--- config.mk ---
export PLATFORM = sky130hd
export DESIGN_NAME = sprite_pixel_fetch
export DESIGN_NICKNAME = d
export VERILOG_FILES = /design/src/rtl/sprite_pixel_fetch.sv
export SDC_FILE = /design/constraint.sdc
export NUM_CORES = 1
export LEC_CHECK = 0
export ABC_AREA = 1
export BUFFER_PORTS_ARGS = -buffer_cell sky130_fd_sc_hd__buf_2
export CELL_PAD_IN_SITES_DETAIL_PLACEMENT = 1
export CELL_PAD_IN_SITES_GLOBAL_PLACEMENT = 2
export CORE_ASPECT_RATIO = 1.2
export CORE_MARGIN = 5
export CORE_UTILIZATION = 33
export CTS_CLUSTER_DIAMETER = 40
export CTS_CLUSTER_SIZE = 20
export DETAILED_ROUTE_END_ITERATION = 7
export PLACE_DENSITY = 0.85
export SYNTH_ARGS = -nofsm -noshare
export SYNTH_HDL_FRONTEND = slang
export SYNTH_SLANG_ARGS = --single-unit
--- constraint.sdc ---
create_clock -name Clk -period 9.85 [get_ports Clk]
set_clock_uncertainty 0.1 [all_clocks]
set_input_delay 0 -clock Clk [delete_from_list [all_inputs] [get_ports Clk]]
set_output_delay 0 -clock Clk [all_outputs]
set_load 0.005 [all_outputs]
--- src/rtl/sprite_pixel_fetch.sv ---
// Beam position -> sprite ROM address -> colour index/hit/opaque, 3-clock fixed latency, no stalls.
// Also runs the vsync-paced attack animation sequencer; define SPRITE_ANIM_LOOP_EN for looping playback.
module sprite_pixel_fetch #(
    parameter int SPR_W      = 64,
    parameter int SPR_H      = 64,
    parameter int FRAMES     = 4,
    parameter int FRAME_HOLD = 6,
    parameter int ADDR_W     = 14,
    localparam int FRAME_W   = (FRAMES > 1) ? $clog2(FRAMES) : 1
) (
    input  logic               Clk,
    input  logic               Reset,
    input  logic [9:0]         DrawX,
    input  logic [9:0]         DrawY,
    input  logic               vsync_pulse,
    input  logic [9:0]         sprite_x,
    input  logic [9:0]         sprite_y,
    input  logic               flip_in,
    input  logic               anim_start,
    output logic [ADDR_W-1:0]  rom_addr,
    input  logic [3:0]         rom_data,
    output logic [3:0]         index_out,
    output logic               hit_out,
    output logic               opaque_out,
    output logic               anim_busy,
    output logic [FRAME_W-1:0] anim_frame
);

    localparam int HOLD_W = $clog2(FRAME_HOLD + 1);
    localparam logic [HOLD_W-1:0]  HOLD_LAST  = HOLD_W'(FRAME_HOLD - 1);
    localparam logic [FRAME_W-1:0] FRAME_LAST = FRAME_W'(FRAMES - 1);

    typedef enum logic {S_IDLE, S_PLAY} state_t;

    state_t              state_q;
    logic [HOLD_W-1:0]   hold_q;
    logic [FRAME_W-1:0]  anim_frame_q;
    logic                anim_busy_q;

    logic [9:0]          x_lat_q, x_lat_d;
    logic [9:0]          y_lat_q, y_lat_d;
    logic                flip_lat_q, flip_lat_d;
    logic [FRAME_W-1:0]  frame_lat_q, frame_lat_d;

    logic [ADDR_W-1:0]   rom_addr_q, rom_addr_d;
    logic                hit1_q, hit1_d;
    logic                hit2_q, hit2_d;
    logic [3:0]          index_q, index_d;
    logic                hit_out_q, hit_out_d;
    logic                opaque_q, opaque_d;

    logic [10:0]         rel_x, rel_y, col;
    logic                hit0;
    logic [31:0]         addr_full;

    // Position/facing/frame only move at vsync so a frame never mixes two poses.
    always_comb begin
        x_lat_d     = x_lat_q;
        y_lat_d     = y_lat_q;
        flip_lat_d  = flip_lat_q;
        frame_lat_d = frame_lat_q;
        if (vsync_pulse) begin
            x_lat_d     = sprite_x;
            y_lat_d     = sprite_y;
            flip_lat_d  = flip_in;
            frame_lat_d = anim_frame_q;
        end
    end

    // 11-bit compares keep a box hanging off the right/bottom edge from wrapping.
    always_comb begin
        rel_x     = {1'b0, DrawX} - {1'b0, x_lat_q};
        rel_y     = {1'b0, DrawY} - {1'b0, y_lat_q};
        hit0      = (DrawX >= x_lat_q) && (rel_x < 11'(SPR_W)) &&
                    (DrawY >= y_lat_q) && (rel_y < 11'(SPR_H));
        col       = flip_lat_q ? (11'(SPR_W - 1) - rel_x) : rel_x;
        addr_full = 32'(frame_lat_q) * 32'(SPR_W * SPR_H)
                  + 32'(rel_y) * 32'(SPR_W) + 32'(col);
        rom_addr_d = hit0 ? addr_full[ADDR_W-1:0] : '0;
        hit1_d     = hit0;
        hit2_d     = hit1_q;
        index_d    = hit2_q ? rom_data : 4'h0;
        hit_out_d  = hit2_q;
        opaque_d   = hit2_q && (rom_data != 4'h0);
    end

    always_ff @(posedge Clk) begin
        if (Reset) begin
            x_lat_q     <= '0;
            y_lat_q     <= '0;
            flip_lat_q  <= 1'b0;
            frame_lat_q <= '0;
            rom_addr_q  <= '0;
            hit1_q      <= 1'b0;
            hit2_q      <= 1'b0;
            index_q     <= 4'h0;
            hit_out_q   <= 1'b0;
            opaque_q    <= 1'b0;
        end else begin
            x_lat_q     <= x_lat_d;
            y_lat_q     <= y_lat_d;
            flip_lat_q  <= flip_lat_d;
            frame_lat_q <= frame_lat_d;
            rom_addr_q  <= rom_addr_d;
            hit1_q      <= hit1_d;
            hit2_q      <= hit2_d;
            index_q     <= index_d;
            hit_out_q   <= hit_out_d;
            opaque_q    <= opaque_d;
        end
    end

    // A start that lands on a vsync does not count that vsync toward frame 0's hold.
    always_ff @(posedge Clk) begin
        if (Reset) begin
            state_q      <= S_IDLE;
            hold_q       <= '0;
            anim_frame_q <= '0;
            anim_busy_q  <= 1'b0;
        end else begin
            case (state_q)
                S_IDLE: begin
                    if (anim_start) begin
                        state_q      <= S_PLAY;
                        anim_busy_q  <= 1'b1;
                        anim_frame_q <= '0;
                        hold_q       <= '0;
                    end
                end
                default: begin
`ifdef SPRITE_ANIM_LOOP_EN
                    if (anim_start) begin
                        anim_frame_q <= '0;
                        hold_q       <= '0;
                    end else
`endif
                    if (vsync_pulse) begin
                        if (hold_q == HOLD_LAST) begin
                            hold_q <= '0;
                            if (anim_frame_q < FRAME_LAST) begin
                                anim_frame_q <= anim_frame_q + 1'b1;
                            end else begin
                                anim_frame_q <= '0;
`ifndef SPRITE_ANIM_LOOP_EN
                                state_q      <= S_IDLE;
                                anim_busy_q  <= 1'b0;
`endif
                            end
                        end else begin
                            hold_q <= hold_q + 1'b1;
                        end
                    end
                end
            endcase
        end
    end

    assign rom_addr   = rom_addr_q;
    assign index_out  = index_q;
    assign hit_out    = hit_out_q;
    assign opaque_out = opaque_q;
    assign anim_busy  = anim_busy_q;
    assign anim_frame = anim_frame_q;

endmodule

==> impl_metrics.json, run 1 <==
{
  "drtIter0Drc": 58,
  "gr-max-usage-layer": "met2",
  "end_kind": "register",
  "synth_area_leader_cell": "dfxtp_1",
  "setup_viol": 0,
  "fillers": 1381,
  "stdcell_count": 728,
  "syn_inst": 498,
  "crit_path_start_kind": "register",
  "grt_pass1_wl_mm": 17.44,
  "final-seq-area_sq_mm": 0.001041,
  "worstPathArrival_ps": 3670,
  "dpl_cell_area_sq_mm": 0.003989,
  "finalCritPeriodShare_pct": 35.92,
  "cts_max_level": 2,
  "drive_gt1_share_pct": 20.37,
  "hp-class": "input port to register",
  "p_clk_share_pct": 28.7,
  "route.detailed.drc": 0,
  "crit_top_cell": "inv_1",
  "syn_avg_cell_area_sq_um": 7.075,
  "seq_power_share_pct": 33.6,
  "clock-sinks": 52,
  "vias_per_cell": 4.659,
  "rsz0062_at_grt": "no",
  "cts_tree": "built",
  "slew_violations": 0,
  "core_area_sq_mm": 0.01047,
  "worstPathRequired_ps": 9990,
  "gr-usage-met3_pct": 3.081,
  "slowest_stage": "fa_1",
  "switching_share_pct": 37.65,
  "synth_nets": 578,
  "synth_area_leaders": "dfxtp_1 (30%), inv_1 (10%), nand2_1 (10%), ha_1 (9.9%), a21oi_1 (5.3%)",
  "dieHeight_um": 123.2,
  "status": "complete, no violations",
  "nets": 678,
  "dp_cells": 689,
  "grt_max_degree": 43,
  "place_congestion": 0.8304,
  "io_pins": 72,
  "syn_to_final_growth_pct": 26.38,
  "p_sw_mw": 0.2497,
  "hold_ws_ps": 72.40,
  "power_leakage_nw": 2.303,
  "pwr-share-comb_pct": 37.7,
  "grt_use_total_pct": 16.59,
  "clk_pin_slew_worst_paths_ps": 80,
  "fin_util_pct": 42.55,
  "fin_area_sq_mm": 0.004453,
  "worst-path-buf-inv": 4,
  "synth_warnings": 0,
  "max_freq_mhz": 282.7,
  "post_drt_wl_per_cell_um": 13.64,
  "multiInputGateArea_sq_mm": 0.002052,
  "cap_violations": 0,
  "clockRootBuffer": "clkbuf_16",
  "hold_viol": 0,
  "ir_worst_vdd_v": 0.00007345,
  "p_int_mw": 0.4136,
  "syn_area_sq_mm": 0.003523,
  "yosys.area.top_type_share_pct": 29.55,
  "numPortBuffers": 71,
  "met2_usage_pct": 31.26,
  "gr-total-overflow": 0,
  "start_util_pct": 33.67,
  "dp_hpwl_mm": 7.872,
  "worstPathCellList": "ha_1, inv_1, fa_1, nand2_1, nand2_2, nand3_2, nand2_1, nand2_1, nand2_4, ha_1, inv_1, o21ai_0, inv_1, fa_1, o21ai_0, a21o_1, nand3_1, xnor2_1, inv_1, nor2_4",
  "cp_max_fo": 3,
  "synth.distinct_cells": 36,
  "rows": 41,
  "final_cell_mix": "inv_1 (95), nand2_1 (95), buf_2 (71)",
  "fin_tns_setup_ps": 0,
  "cts.path.max_buffers": 2,
  "crit_family": "adder cells",
  "die_w_um": 104.3,
  "vias": 3392,
  "postRouteAntennaNets": 0,
  "numCtsBuffers": 5,
  "use_met1_pct": 19.47,
  "ys_seq_area_share_pct": 29.55,
  "worstMarginPinSlew_ps": 1095,
  "antenna_found_initial": 0,
  "crit_type": "register to register",
  "fin_crit_ps": 3538,
  "synth-seq-cells": 52,
  "n_antenna_cell": 0,
  "first_global_vias": 3676,
  "powerDensity_mw_per_mm2": 149.0,
  "wl_mm": 9.927,
  "clk_latency_ps": 300,
  "relSlewSlack_pct": 26.95,
  "detail_route.first_pass.iterations": 4,
  "dieArea_sq_mm": 0.01285,
  "slowest_delay_ps": 430
}
==> area by class of cell <==
| type | instances | area share [%] |
|---|---|---|
| Multi-Input combinational cell | 336 | 46.08 |
| Sequential cell | 52 | 23.38 |
| Timing Repair Buffer | 102 | 14.95 |
| Inverter | 101 | 8.514 |
| Tap cell | 129 | 3.625 |
| Clock buffer | 5 | 2.810 |
| Clock inverter | 3 | 0.6462 |
==> cells by family (layout without fill, tap and decap cells) <==
group / Yosys count / in the layout / share of synthesized area, %
and+or+nand+nor: 202 / 202 / 28.62
buffers and inverters: 110 / 211 / 12.22
AOI/OAI and AO/OA: 83 / 83 / 13.00
DFF: 52 / 52 / 29.55
adders and majority gates: 31 / 31 / 11.65
xor gates and xnor gates: 20 / 20 / 4.972
==> metrics by stage <==
| stage | power, mW | worst slack (ps) |
|---|---|---|
| after global placement | 0.4635 | 6444 |
| after CTS | 0.6740 | 6288 |
| final | 0.6633 | 6312 |
| after detailed placement | 0.4706 | 6316 |
| after global routing | 0.7198 | 5926 |
| after floorplan | 0.4136 | 6648 |
==> timing repair <==
item,4_1_cts,5_1_grt
buffers inserted,0,0
hold buffers,31,0
gates resized for setup,0,0
hold endpoints to repair,35,0
==> flip-flops by register name, summed over array words and instances (netlist names) <==
name and count:
anim_busy 1, anim_frame 2, flip_lat_q 1, frame_lat_q 2
hit1_q 1, hit2_q 1, hit_out 1, hold_q 3
index_out 4, opaque_out 1, rom_addr 14, state_q 1
x_lat_q 10, y_lat_q 10
==> cell usage after synthesis <==
cell type,count
a21o_1,1
a31oi_1,3
xnor2_1,9
o21ai_4,1
inv_2,6
nor2_4,12
inv_1,95
nor3_1,2
buf_1,1
nand2_1,95
nor2_1,36
nand2_2,13
nand3b_1,2
nand3_4,1
ha_1,28
buf_12,1
clkbuf_1,6
a22oi_1,1
dfxtp_1,52
nand3_1,25
o21ai_0,32
nand4_4,1
and2_1,2
buf_2,1
a21oi_2,3
a41oi_1,1
a211oi_1,3
fa_1,3
nand2_4,2
xor2_1,11
nand4_1,6
nor2_2,2
o21ai_1,1
or2_1,1
nand3_2,2
a21oi_1,37
==> power groups by stage <==
| stage | combinational (mW) | clock (mW) | sequential (mW) |
|---|---|---|---|
| after CTS | 0.254 | 0.197 | 0.223 |
| after global placement | 0.236 | 0 | 0.228 |
| after global routing | 0.287 | 0.208 | 0.225 |
| final | 0.250 | 0.190 | 0.223 |
| after floorplan | 0.188 | 0 | 0.226 |
| after detailed placement | 0.242 | 0 | 0.228 |
==> routing by layer <==
metal,part of all wire (%),vias up,routed length [um]
met5,0,-,0
met4,1.0,0,101
met3,3.8,5,378
met2,52,52,5161
met1,43,1574,4286
li1,-,1761,-
==> final timing paths <==
kind                           start                 endpoint  slack (ps)  cells past startpoint
max          x_lat_q[0]$_SDFFE_PP0P_  rom_addr[12]$_SDFF_PP0_        6310                     20
min                         DrawX[1]   rom_addr[1]$_SDFF_PP0_          70                      4
max reg2reg  x_lat_q[0]$_SDFFE_PP0P_  rom_addr[12]$_SDFF_PP0_        6310                     20
min reg2reg        hit1_q$_SDFF_PP0_        hit2_q$_SDFF_PP0_         330                      2
==> worst register-to-register path, cell delays in order (launching register included) <==
cell and delay [ps]:
dfxtp_1 340, ha_1 140, inv_1 70, fa_1 430, nand2_1 100, nand2_2 80
nand3_2 70, nand2_1 50, nand2_1 90, nand2_4 70, ha_1 280, inv_1 30
o21ai_0 210, inv_1 90, fa_1 430, o21ai_0 310, a21o_1 160, nand3_1 70
xnor2_1 160, inv_1 90, nor2_4 90
Power figures use the tool's default switching activity.
==> inputs of run 2 (changes only) <==
- CORE_UTILIZATION: 33 -> 28
- PLACE_DENSITY: 0.85 -> 0.77
- clock period: 9.85 -> 3.2 ns (I/O delays scaled with it)
==> run 2 against run 1 <==
  * The run now ends with setup timing left
  * Sequential share of layout area fell by 2.2 points
  * Count of clock-buffer cells in the layout did not move
  * Clock power rose to 2.9 times the previous value
  * Register-to-register slack got worse by 6300 ps
  * Hold slack improved by 29 ps
  * Worst setup slack got worse by 6300 ps
  * Cell count rose by 8.4%
  * Routed wire length rose by 16%
  * Sequential power rose to 3.1 times the previous value
  * Global-route usage fell by 1.3 points
  * Fmax rose by 9.7%
  * First-iteration DRC count rose by 33%
  * Highest routed layer unchanged
==> impl_metrics.json, run 2 (same netlist as run 1, synthesis figures left out) <==
{
  "max_freq_mhz": 310.1,
  "die_w_um": 112.4,
  "place_congestion": 0.8253,
  "r2r_end": "rom_addr[13]$_SDFF_PP0_",
  "rsz0062_at_grt": "yes",
  "hold_start": "DrawX[1]",
  "clk_latency_ps": 290,
  "r2r_setup_slack_ps": -20,
  "cap_violations": 0,
  "crit_top_cell": "nand2_2",
  "fin_crit_ps": 3224,
  "dp_hpwl_mm": 8.699,
  "final_cell_mix": "inv_1 (91), nand2_1 (85), buf_2 (71)",
  "drtIter0Drc": 77,
  "worstPathRequired_ps": 3270,
  "vias": 3578,
  "clockRootBuffer": "clkbuf_16",
  "grt_max_degree": 42,
  "vias_per_cell": 4.535,
  "violations": "setup timing",
  "setup_viol": 1,
  "worstPathArrival_ps": 3300,
  "final-seq-area_sq_mm": 0.001042,
  "ir_worst_vdd_v": 0.0002179,
  "syn_to_final_growth_pct": 39.77,
  "antenna_found_initial": 0,
  "numCtsBuffers": 5,
  "status": "complete, but fails checks",
  "finalCritPeriodShare_pct": 100.8,
  "whs_endpoint": "rom_addr[1]$_SDFF_PP0_",
  "clk_pin_slew_worst_paths_ps": 80,
  "stdcell_count": 789,
  "multiInputGateArea_sq_mm": 0.002283,
  "numPortBuffers": 71,
  "nets": 704,
  "end_kind": "register",
  "hold_viol": 0,
  "cp_max_fo": 4,
  "slowest_stage": "fa_2",
  "dieHeight_um": 132.9,
  "power_leakage_nw": 2.449,
  "drive_gt1_share_pct": 30.40,
  "grt_use_total_pct": 15.24,
  "crit_type": "register to register",
  "postRouteAntennaNets": 0,
  "fillers": 1584,
  "first_global_vias": 3750,
  "detail_route.first_pass.iterations": 4,
  "grt_pass1_wl_mm": 18.27,
  "slowest_delay_ps": 380,
  "post_drt_wl_per_cell_um": 14.54,
  "rows": 45,
  "hold_depth": 4,
  "wl_mm": 11.47,
  "cts_tree": "built",
  "final_common_cell": "inv_1",
  "start_util_pct": 28.19,
  "hp-class": "input port to register",
  "core_area_sq_mm": 0.01250,
  "slew_violations": 0,
  "route.detailed.drc": 0,
  "dp_cells": 746,
  "reg2reg_depth": 23,
  "n_antenna_cell": 0,
  "powerDensity_mw_per_mm2": 476.7,
  "io_pins": 72,
  "worstPathCellList": "ha_4, inv_4, fa_2, nand2_2, nand2_2, nand3_2, nand3b_1, nand2_4, buf_6, nand3_4, nand2_2, xor2_1, inv_2, ha_4, nand2_2, inv_2, nand4_1, nand3_2, nand4_1, nand2_2, nor2_2, nor2_2, nor2_4",
  "clock-sinks": 52,
  "dieArea_sq_mm": 0.01494,
  "largest_reg_flops": 14,
  "p_total_mw": 2.348,
  "crit_path_start_kind": "register",
  "cts_max_level": 2,
  "r2r_start": "x_lat_q[0]$_SDFFE_PP0P_",
  "crit_family": "simple AND/OR/NAND/NOR gates",
  "gr-total-overflow": 0,
  "setup_slack_ps": -24.46,
  "worstMarginPinSlew_ps": 1148,
  "cts.path.max_buffers": 2,
  "worst-path-buf-inv": 4,
  "relSlewSlack_pct": 23.38
}
-- run 2: cell types whose count changed in the layout (fill, tap and decap cells not counted), sizes merged --
cell	previous run	this run
clkinv	0	1
buf	71	99
clkinvlp	0	2
inv	104	101
dlygate4sd3	31	29
-- run 2: cell type report --
class / count / area share [%]
timing repair buffer: 128 / 17.53
clock inverter: 3 / 0.4827
multi-input combinational: 336 / 46.37
sequential: 52 / 21.16
inverter: 101 / 7.749
tap: 164 / 4.167
clock buffer: 5 / 2.541
-- run 2: power by group --
part / internal, mW / switching [mW]
Combinational: 0.503 / 0.604
Clock: 0.292 / 0.262
Sequential: 0.672 / 0.0144
Total: 1.47 / 0.880
-- run 2: repair_timing --
| action | CTS | global route |
|---|---|---|
| hold buffers | 29 | 0 |
| pin swaps | 6 | 19 |
| endpoints found under the hold margin | 35 | 0 |
| resized for setup | 7 | 45 |
| endpoints found under the setup margin | 3 | 5 |
| setup buffers | 0 | 6 |
| cloned | 0 | 0 |
-- run 2: how the worst max path moves through the flow --
stage,start,end,slack [ps],depth (start not counted)
6_report,x_lat_q[0]$_SDFFE_PP0P_,rom_addr[13]$_SDFF_PP0_,-20,23
5_1_grt,x_lat_q[0]$_SDFFE_PP0P_,rom_addr[13]$_SDFF_PP0_,-160,23
4_1_cts,x_lat_q[5]$_SDFFE_PP0P_,rom_addr[13]$_SDFF_PP0_,10,21
3_5_place_dp,x_lat_q[0]$_SDFFE_PP0P_,rom_addr[13]$_SDFF_PP0_,-70,23
3_3_place_gp,x_lat_q[0]$_SDFFE_PP0P_,rom_addr[13]$_SDFF_PP0_,40,23
2_1_floorplan,x_lat_q[0]$_SDFFE_PP0P_,rom_addr[12]$_SDFF_PP0_,70,20
-- run 2: metrics by stage --
step / util [%] / cell area [sq um] / setup WS (ps) / hold WS [ps] / setup TNS, ps
after global placement: 33.58 / 4198 / 35.62 / 127.9 / 0
after detailed placement: 33.58 / 4198 / -70.64 / 137.9 / -136.1
final: 39.40 / 4925 / -24.46 / 101.0 / -24.46
after global routing: 39.40 / 4925 / -157.2 / 125.8 / -406.6
after CTS: 37.38 / 4672 / 14.41 / 87.04 / 0
after floorplan: - / 3523 / 70.02 / -10.04 / 0
-- run 2: tightest hold or removal path: cells and delay by family --
family                   cells  cell delay [ps]
adder cells (fa/ha/maj)      1              200
XOR/XNOR                     1               60
buffers and inverters        1              100
AND/OR/NAND/NOR              1              100
-- run 2: metal layers --
| layer | track usage [%] | part of all wire (%) | routed length (um) | up-vias |
|---|---|---|---|---|
| met5 | 0 | 0 | 0 | - |
| met2 | 30.05 | 56 | 6411 | 60 |
| met3 | 2.836 | 3.7 | 429 | 7 |
| met4 | 3.073 | 1.1 | 124 | 0 |
| li1 | - | - | - | 1812 |
| met1 | 16.69 | 39 | 4504 | 1699 |
